===== src/rtl/descrambler_pkg.sv =====
// Shared constants for the receive-side 8-bit descrambler:
// K-symbol codes, LFSR seed/mask, FSM state encodings.
package descrambler_pkg;

    localparam logic [7:0]  K_COM     = 8'hBC;
    localparam logic [7:0]  K_SKP     = 8'h1C;
    localparam logic [15:0] LFSR_SEED = 16'hFFFF;
    localparam logic [15:0] LFSR_MASK = 16'h0039;

    localparam logic [0:0] UNLOCKED = 1'b0;
    localparam logic [0:0] LOCKED   = 1'b1;

    function automatic logic is_legal_k(input logic [7:0] s);
        logic r;
        case (s)
            8'hBC, 8'h1C, 8'hF7, 8'hFB,
            8'hFD, 8'hFE, 8'h5C, 8'h7C: r = 1'b1;
            default:                    r = 1'b0;
        endcase
        return r;
    endfunction

endpackage


===== src/rtl/descrambler_sync_8bit_if.sv =====
// Symbol bus between the link receiver and the descrambler.
// slave = descrambler side, master = upstream/consumer side.
interface descrambler_sync_8bit_if #(
    parameter int ERR_CNT_W = 8
);
    logic                 valid_in;
    logic [7:0]           din;
    logic                 k_in;
    logic                 dis_scrambler_in;
    logic                 valid_out;
    logic [7:0]           dout;
    logic                 k_out;
    logic                 locked;
    logic                 com_det;
    logic [ERR_CNT_W-1:0] err_cnt;

    modport slave (
        input  valid_in, din, k_in, dis_scrambler_in,
        output valid_out, dout, k_out, locked, com_det, err_cnt
    );

    modport master (
        output valid_in, din, k_in, dis_scrambler_in,
        input  valid_out, dout, k_out, locked, com_det, err_cnt
    );
endinterface


===== src/rtl/lfsr_step8.sv =====
// Eight Galois LFSR bit-steps, LSB first, G(x)=x^16+x^5+x^4+x^3+1.
// Returns the advanced LFSR and din XORed with the keystream.
module lfsr_step8
    import descrambler_pkg::*;
(
    input  logic [15:0] i_lfsr,
    input  logic [7:0]  i_din,
    output logic [15:0] o_lfsr,
    output logic [7:0]  o_dout
);

    logic [15:0] w_l;

    always_comb begin
        w_l    = i_lfsr;
        o_dout = '0;
        for (int i = 0; i < 8; i++) begin
            o_dout[i] = i_din[i] ^ w_l[15];
            w_l = {w_l[14:0], 1'b0} ^ (w_l[15] ? LFSR_MASK : 16'h0000);
        end
        o_lfsr = w_l;
    end

endmodule


===== src/rtl/descrambler_sync_8bit.sv =====
// Receive-side additive descrambler with COM-based symbol lock.
// Define DESCRAMBLER_LOCK_TIMEOUT_EN to drop lock after MAX_COM_GAP symbols without COM.
module descrambler_sync_8bit
    import descrambler_pkg::*;
#(
    parameter int MAX_COM_GAP = 1024,
    parameter int ERR_LIMIT   = 4,
    parameter int ERR_CNT_W   = 8
) (
    input  logic                   clk,
    input  logic                   rst_b,
    descrambler_sync_8bit_if.slave bus
);

    localparam int RUN_W = $clog2(ERR_LIMIT + 1);

    if (MAX_COM_GAP < 1 || ERR_LIMIT < 1) begin : g_bad_param
        $error("MAX_COM_GAP and ERR_LIMIT must be >= 1");
    end

    logic [15:0]          r_lfsr;
    logic [0:0]           r_state;
    logic [RUN_W-1:0]     r_err_run;
    logic [ERR_CNT_W-1:0] r_err_cnt;
    logic                 r_valid_out;
    logic [7:0]           r_dout;
    logic                 r_k_out;
    logic                 r_locked;
    logic                 r_com_det;

    logic [15:0]      w_lfsr_step;
    logic [7:0]       w_desc;
    logic [15:0]      w_lfsr_d;
    logic [7:0]       w_dout_d;
    logic [0:0]       w_state_d;
    logic             w_is_com;
    logic             w_is_skp;
    logic             w_illegal;
    logic             w_locked;
    logic [RUN_W-1:0] w_err_run_inc;
    logic             w_err_trip;
    logic             w_gap_trip;

    lfsr_step8 u_step (
        .i_lfsr (r_lfsr),
        .i_din  (bus.din),
        .o_lfsr (w_lfsr_step),
        .o_dout (w_desc)
    );

    assign w_is_com      = bus.k_in && (bus.din == K_COM);
    assign w_is_skp      = bus.k_in && (bus.din == K_SKP);
    assign w_illegal     = bus.k_in && !is_legal_k(bus.din);
    assign w_locked      = (r_state == LOCKED);
    assign w_err_run_inc = r_err_run + 1'b1;
    assign w_err_trip    = w_locked && w_illegal &&
                           (w_err_run_inc == RUN_W'(ERR_LIMIT));

`ifdef DESCRAMBLER_LOCK_TIMEOUT_EN
    localparam int GAP_W = $clog2(MAX_COM_GAP + 1);

    logic [GAP_W-1:0] r_gap;
    logic [GAP_W-1:0] w_gap_inc;

    assign w_gap_inc  = r_gap + 1'b1;
    assign w_gap_trip = w_locked && !w_is_com &&
                        (w_gap_inc == GAP_W'(MAX_COM_GAP));

    // Gap counts valid non-COM symbols while locked; COM always wins.
    always_ff @(posedge clk or negedge rst_b) begin
        if (!rst_b) begin
            r_gap <= '0;
        end else if (bus.valid_in) begin
            if (w_is_com || !w_locked || w_gap_trip)
                r_gap <= '0;
            else
                r_gap <= w_gap_inc;
        end
    end
`else
    assign w_gap_trip = 1'b0;
`endif

    always_comb begin
        w_lfsr_d = w_lfsr_step;
        unique case (1'b1)
            w_is_com: w_lfsr_d = LFSR_SEED;
            w_is_skp: w_lfsr_d = r_lfsr;
            default:  w_lfsr_d = w_lfsr_step;
        endcase
    end

    always_comb begin
        w_dout_d = w_desc;
        if (bus.k_in || bus.dis_scrambler_in)
            w_dout_d = bus.din;
    end

    always_comb begin
        w_state_d = r_state;
        if (w_is_com)
            w_state_d = LOCKED;
        else if (w_err_trip || w_gap_trip)
            w_state_d = UNLOCKED;
    end

    // locked tracks the state the symbol was received in, so it falls
    // one output after the symbol that caused loss of lock.
    always_ff @(posedge clk or negedge rst_b) begin
        if (!rst_b) begin
            r_lfsr      <= LFSR_SEED;
            r_state     <= UNLOCKED;
            r_err_run   <= '0;
            r_err_cnt   <= '0;
            r_valid_out <= 1'b0;
            r_dout      <= '0;
            r_k_out     <= 1'b0;
            r_locked    <= 1'b0;
            r_com_det   <= 1'b0;
        end else begin
            r_valid_out <= bus.valid_in && (w_locked || w_is_com);
            r_com_det   <= bus.valid_in && w_is_com;
            r_locked    <= w_locked || (bus.valid_in && w_is_com);
            if (bus.valid_in) begin
                r_dout  <= w_dout_d;
                r_k_out <= bus.k_in;
                r_lfsr  <= w_lfsr_d;
                r_state <= w_state_d;
                if (w_locked && w_illegal && !w_err_trip)
                    r_err_run <= w_err_run_inc;
                else
                    r_err_run <= '0;
                if (w_illegal && (r_err_cnt != '1))
                    r_err_cnt <= r_err_cnt + 1'b1;
            end
        end
    end

    assign bus.valid_out = r_valid_out;
    assign bus.dout      = r_dout;
    assign bus.k_out     = r_k_out;
    assign bus.locked    = r_locked;
    assign bus.com_det   = r_com_det;
    assign bus.err_cnt   = r_err_cnt;

endmodule


===== src/flat_wrapper.sv =====
// flat-port wrapper written by rule: the top's interface ports become plain ports
module descrambler_sync_8bit_flat import descrambler_pkg::*;
#(
    parameter int MAX_COM_GAP = 1024,
    parameter int ERR_LIMIT   = 4,
    parameter int ERR_CNT_W   = 8
)
  (clk, rst_b, bus_valid_in, bus_din, bus_k_in, bus_dis_scrambler_in, bus_valid_out, bus_dout, bus_k_out, bus_locked, bus_com_det, bus_err_cnt);
  descrambler_sync_8bit_if #(.ERR_CNT_W(ERR_CNT_W)) bus_i ();
  input  logic clk;
  input  logic rst_b;
  input wire logic [$bits(bus_i.valid_in)-1:0] bus_valid_in;
  input wire logic [$bits(bus_i.din)-1:0] bus_din;
  input wire logic [$bits(bus_i.k_in)-1:0] bus_k_in;
  input wire logic [$bits(bus_i.dis_scrambler_in)-1:0] bus_dis_scrambler_in;
  output wire logic [$bits(bus_i.valid_out)-1:0] bus_valid_out;
  output wire logic [$bits(bus_i.dout)-1:0] bus_dout;
  output wire logic [$bits(bus_i.k_out)-1:0] bus_k_out;
  output wire logic [$bits(bus_i.locked)-1:0] bus_locked;
  output wire logic [$bits(bus_i.com_det)-1:0] bus_com_det;
  output wire logic [$bits(bus_i.err_cnt)-1:0] bus_err_cnt;
  assign bus_i.valid_in = bus_valid_in;
  assign bus_i.din = bus_din;
  assign bus_i.k_in = bus_k_in;
  assign bus_i.dis_scrambler_in = bus_dis_scrambler_in;
  assign bus_valid_out = bus_i.valid_out;
  assign bus_dout = bus_i.dout;
  assign bus_k_out = bus_i.k_out;
  assign bus_locked = bus_i.locked;
  assign bus_com_det = bus_i.com_det;
  assign bus_err_cnt = bus_i.err_cnt;
  descrambler_sync_8bit #(.MAX_COM_GAP(MAX_COM_GAP), .ERR_LIMIT(ERR_LIMIT), .ERR_CNT_W(ERR_CNT_W)) u_core (.clk(clk), .rst_b(rst_b), .bus(bus_i));
endmodule

===== config.mk =====
export PLATFORM = sky130hd
export DESIGN_NAME = descrambler_sync_8bit_flat
export DESIGN_NICKNAME = d
export VERILOG_FILES = /design/src/rtl/descrambler_pkg.sv /design/src/rtl/descrambler_sync_8bit_if.sv /design/src/rtl/lfsr_step8.sv /design/src/rtl/descrambler_sync_8bit.sv /design/src/flat_wrapper.sv
export SDC_FILE = /design/constraint.sdc
export NUM_CORES = 1
export LEC_CHECK = 0
export CAP_MARGIN = 10
export CORE_ASPECT_RATIO = 1.4
export CORE_MARGIN = 3
export CORE_UTILIZATION = 25
export DETAILED_ROUTE_END_ITERATION = 8
export GPL_ROUTABILITY_DRIVEN = 0
export PLACE_DENSITY_LB_ADDON = 0.15
export SYNTH_ARGS = -nofsm -noshare
export SYNTH_HDL_FRONTEND = slang
export SYNTH_HIERARCHICAL = 1
export SYNTH_SLANG_ARGS = --single-unit

===== constraint.sdc =====
create_clock -name clk -period 2.9 [get_ports clk]
set_input_delay 0.435 -clock clk [delete_from_list [all_inputs] [get_ports clk]]
set_output_delay 0.435 -clock clk [all_outputs]
set_load 0.03 [all_outputs]

---- Word-level counts from Yosys, hierarchy flattened ----
Cells that the tools add are included.
word-level totals
  flip-flop bits (word level) ............. 40
  output and inout port bits .............. 20
  logic and storage cells ................. 71
operators by class
  $add $sub $neg .......................... 2
  eq/ne operators ......................... 10
  multiplexer cells ....................... 14
  bitwise gates (word level) .............. 17
  reductions and logical operators ........ 19
operator list
  operator             number
  $xor 16x6->16        8
  $mux 6               8
  $eq 8x8->1 const B   5
  $pmux 16 s2          1
  $eq 8x7->1 const B   2
  $logic_and 1x1->1    9
  $add 8x1->8 const B  1
  $eq 8x5->1 const B   1
  $mux 8               1
  $ne 8x8->1 const B   1
  $reduce_or 8->1      1
  $xor 1x1->1          8
  $reduce_and 2->1     3
  $add 3x1->3 const B  1
  $eq 3x3->1 const B   1
  $logic_or 1x1->1     3
  $mux 1               3
  $mux 3               1
  $logic_not 1->1      2
  $reduce_bool 2->1    1
  $not 1->1            1

---- Longest topological paths before layout ----
  depth in word-level cells ............... 17
  mapped depth ............................ 6
  depth with buffers taken out ............ 6

---- Hierarchy ----
Netlist, hierarchy kept.
modules (own cells, without submodules)
  module                 instances  cells each  area each (sq um)  sequential area each (sq um)
  descrambler_sync_8bit  1          154         1833.0             1021.0
  lfsr_step8             1          36          319.1              0.0

---- Least setup slack after synthesis ----
No wires, ideal clock.
  path kind ............................... register to register
  start ................................... register u_core.r_err_cnt[0] (netlist: u_core/bus.err_cnt[0])
  end ..................................... register u_core.r_err_cnt[1] (netlist: u_core/bus.err_cnt[1])
  arrival ................................. 1.687 ns
  required time ........................... 2.772 ns
  path slack .............................. 1.086 ns
  stages on the path, launching flop included .. 7
  buffers on the path ..................... 0
  cells stage by stage .................... dfrtp_1 ha_1 nand3_1 nor3_1 nor2_1 nand3_2 mux2_1
on the way
  word-level cells in the longest chain between the ends .. 3
ends and longest elaborated chain
  what                                                                 RTL line                      RTL
  start, declared                                                      descrambler_sync_8bit.sv:24   logic [ERR_CNT_W-1:0] r_err_cnt;
  start signal, assigned                                               descrambler_sync_8bit.sv:134  r_err_cnt <= r_err_cnt + 1'b1;
  parallel branches: the longest is 3 deep, another holds $add 8x1->8  -
Several ways; the timed one is not identified.
A chain may end at the register's enable or synchronous reset.

---- Final worst setup path ----
  start ................................... input port bus_din[1]
  end ..................................... register u_core.r_err_cnt[7] (netlist: u_core/bus.err_cnt[7])
on the way
  word-level cells in the longest chain between the ends .. 7
ends and longest elaborated chain
  what                                 RTL line                      RTL
  start, declared                      flat_wrapper.sv:13            input wire logic [$bits(bus_i.din)-1:0] bus_din;
  $eq 8x8->1 (tied with other cells)   descrambler_pkg.sv:15         case (s)
  $reduce_or 8->1 *                    descrambler_pkg.sv:15
  $mux 1 *                             descrambler_pkg.sv:15
  $logic_not 1->1 *                    descrambler_sync_8bit.sv:53   assign w_illegal = bus.k_in && !is_legal_k(bus.din);
  $logic_and 1x1->1 *                  descrambler_sync_8bit.sv:53
  $logic_and 1x1->1 *                  descrambler_sync_8bit.sv:133  if (w_illegal && (r_err_cnt != '1))
  $reduce_and 2->1 (no source line) *  -
Mark *: on every way between the ends. The rest lies on a longest branch, timed or not.

==> impl_metrics.env <==
export IMPL_ant_nets=0
export IMPL_yosysSeqAreaShare_pct=47.4
export IMPL_drc=0
export IMPL_power_mw=2.55
export IMPL_drive_above_1_share_pct=17.4
export IMPL_yosys_top_cells_count="24 x dfrtp_1, 21 x xnor2_1, 16 x dfstp_2, 16 x o22a_1, 14 x xor2_1"
export IMPL_synth_main_ff_cell="dfrtp_1"
export IMPL_cts_sinks=40
export IMPL_critical_path_max_stage_delay_ps=600
export IMPL_drv_slew=0
export IMPL_initial_utilization_pct=26.1
export IMPL_synth_nets=206
export IMPL_grt_max_degree=41
export IMPL_cts_setup_buffers=0
export IMPL_pwr_share_clk_pct=21.6
export IMPL_hold_path_class="in2async"
export IMPL_yosysTopAreaCell="dfrtp_1"
export IMPL_vdd_drop_max_v=0.000382
export IMPL_synth_yosys_warnings=6
export IMPL_clk_path_buf_depth=2
export IMPL_cp_data_arrival_time_ps=2270
export IMPL_status="finished clean"
export IMPL_rsz0062_at_grt="false"
export IMPL_setup_worst_path_class="in2reg"
export IMPL_p_sw_mw=0.876
export IMPL_cts_buffers=5
export IMPL_netlist_top_cells_area="dfrtp_1 28%, dfstp_2 20%, xnor2_1 8.5%"
export IMPL_drt_iter0_drc=44
export IMPL_drt_pass1_iterations=4
export IMPL_max_slew_worst_pin_slew_ps=945
export IMPL_synth_distinct_cells=44
export IMPL_fin_tns_setup_ps=0
export IMPL_die_h_um=116
export IMPL_ios=33
export IMPL_die_width_um=84.4
export IMPL_leakage_nw=1.03
export IMPL_critPathCaptureType="register"
export IMPL_crit_slowest_cell="clkdlybuf4s50_1"
export IMPL_hold_violations=0
export IMPL_cts_resized=0
export IMPL_worstPathCellList="clkdlybuf4s50_1, xor2_1, nand3_1, a311o_1, nand3_1, mux2_2"
export IMPL_ctsHoldBuffers=0
export IMPL_postRouteWirelength_um=4630
export IMPL_postSynthCellCount=190
export IMPL_grt_pass1_wl_um=7510
export IMPL_dp_hpwl_um=3270
export IMPL_htree_levels=2
export IMPL_fin_skew_ps=4.51
export IMPL_grt_antenna_before_repair=0
export IMPL_grt_pass1_vias=1484
export IMPL_crit_path_frequent_cell="nand3_1"
export IMPL_fmax_mhz=476
export IMPL_num_antenna_cells=0
export IMPL_synth_most_common_cell="dfrtp_1"
export IMPL_netSwitchingFraction_pct=34.3
export IMPL_cts_root_buf="clkbuf_16"
export IMPL_slew_headroom_pct=37.0
export IMPL_async_flop_share_pct=100
export IMPL_clk_pin_slew_ps=60
export IMPL_track_usage_pct=9.89
export IMPL_ys_ff_latch=40
export IMPL_p_int_mw=1.68
export IMPL_reg2regPathDepth=6
export IMPL_port_buffers=32
export IMPL_vias=1438
export IMPL_area_delta_synth_final_pct=23.9
export IMPL_cp_start_kind="input port"
export IMPL_viasPerCell=4.48
export IMPL_power_share_sequential_pct=40.8
export IMPL_layout_nets=234
export IMPL_insertion_delay_ps=280
export IMPL_fp_row_count=39
export IMPL_setup_viol=0
export IMPL_post_drt_wl_per_cell_um=14.4
export IMPL_cts_tree="done"
export IMPL_syn_area_sq_mm=0.00215
export IMPL_synth_top_cell_area_share_pct=27.9
export IMPL_fin_crit_sh_pct=72.5
export IMPL_combPwrFrac_pct=37.6
export IMPL_cap_violations=0
export IMPL_grt_ovfl_total=0
export IMPL_required_ps=3060
export IMPL_synth_edf_count=0
export IMPL_powerDensity_mw_per_mm2=958
export IMPL_die_area_sq_mm=0.00977
export IMPL_core_area_sq_mm=0.00825
export IMPL_cp_max_fo=9
export IMPL_syn_avg_cell_area_sq_um=11.3
export IMPL_fin_crit_ps=2100
[registers in the layout, indices dropped and copies added, names as in the netlist]
name / count
u_core/bus.com_det: 1
u_core/bus.k_out: 1
u_core/bus.err_cnt: 8
u_core/bus.dout: 8
u_core/r_err_run: 3
u_core/r_lfsr: 16
u_core/r_state: 1
u_core/bus.locked: 1
u_core/bus.valid_out: 1
[worst paths after layout]
| check | start | end | slack, ps |
|---|---|---|---|
| min in group clk | u_core/r_err_run[0] | u_core/r_err_run[0] | 500 |
| min reg2reg | u_core/r_err_run[0] | u_core/r_err_run[0] | 500 |
| max | bus_din[1] | u_core/bus.err_cnt[7] | 800 |
| min | rst_b | u_core/bus.err_cnt[4] | 300 |
| max in group asynchronous | rst_b | u_core/bus.dout[2] | 2010 |
| max reg2reg | u_core/bus.err_cnt[0] | u_core/bus.err_cnt[1] | 1120 |
[metrics by stage]
stage / std cells / setup slack [ps] / cell area [sq um] / utilization (%) / hold slack, ps
floorplan: 190 / 1090 / 2150 / - / 139
global placement: 313 / 538 / 2520 / 30.5 / 491
detailed placement: 313 / 521 / 2520 / 30.5 / 492
CTS: 321 / 807 / 2670 / 32.3 / 345
global route: 321 / 648 / 2670 / 32.3 / 386
finish: 321 / 798 / 2670 / 32.3 / 304
[power groups by stage]
stage | Sequential, mW | Combinational, mW | Clock (mW)
global route | 1.07 | 1.06 | 0.604
global placement | 1.06 | 0.974 | 0
CTS | 1.05 | 0.979 | 0.582
detailed placement | 1.06 | 0.973 | 0
finish | 1.04 | 0.962 | 0.551
floorplan | 1.12 | 0.669 | 0
[cell families (layout without fill, tap and decap cells)]
logic type | after synthesis | in the layout | synth area share, %
AO/OA/AOI/OAI | 36 | 36 | 13.1
XOR/XNOR | 37 | 37 | 15.8
adder cells (fa/ha/maj) | 3 | 3 | 1.74
buffers and inverters | 18 | 47 | 5.17
flip-flops | 40 | 40 | 47.4
multiplexers | 10 | 10 | 4.77
AND/OR/NAND/NOR | 46 | 46 | 12.0
[worst max-delay path: cells and delay by family]
family          cells  cell delay [ps]
buf+inv             1              600
compound gates      1              500
mux                 1              330
simple gates        2              220
xor+xnor            1              180
[layout by cell type (no fill, tap or decap), types with 6 or more instances in the layout]
cell type | synthesis | final
a21oi_1 | 9 | 9
nand3_1 | 6 | 6
nor2_1 | 11 | 11
xnor2_1 | 21 | 21
dfrtp_1 | 24 | 24
xor2_1 | 14 | 14
dfstp_2 | 16 | 16
o22a_1 | 16 | 16
clkdlybuf4s50_1 | 0 | 31
mux2i_1 | 8 | 8
nand2_1 | 9 | 9
[area by class of cell]
| type | count | area [sq um] |
|---|---|---|
| Fill cell | 863 | 5580 |
| Sequential cell | 40 | 1020 |
| Multi-Input combinational cell | 132 | 1020 |
| Timing Repair Buffer | 34 | 330 |
| Clock buffer | 6 | 139 |
| Tap cell | 102 | 128 |
| Inverter | 5 | 18.8 |
| Clock inverter | 2 | 10.0 |
[per-layer routing]
| layer | up-vias | GRT usage, % | part of all wire (%) | wire (um) |
|---|---|---|---|---|
| met2 | 18 | 17.9 | 51 | 2380 |
| met1 | 689 | 11.3 | 45 | 2060 |
| met4 | 0 | 3.80 | 1.4 | 65 |
| li1 | 727 | - | - | - |
| met5 | - | 0 | 0 | 0 |
| met3 | 4 | 2.35 | 2.6 | 121 |
(Power assumes the default switching activity.)
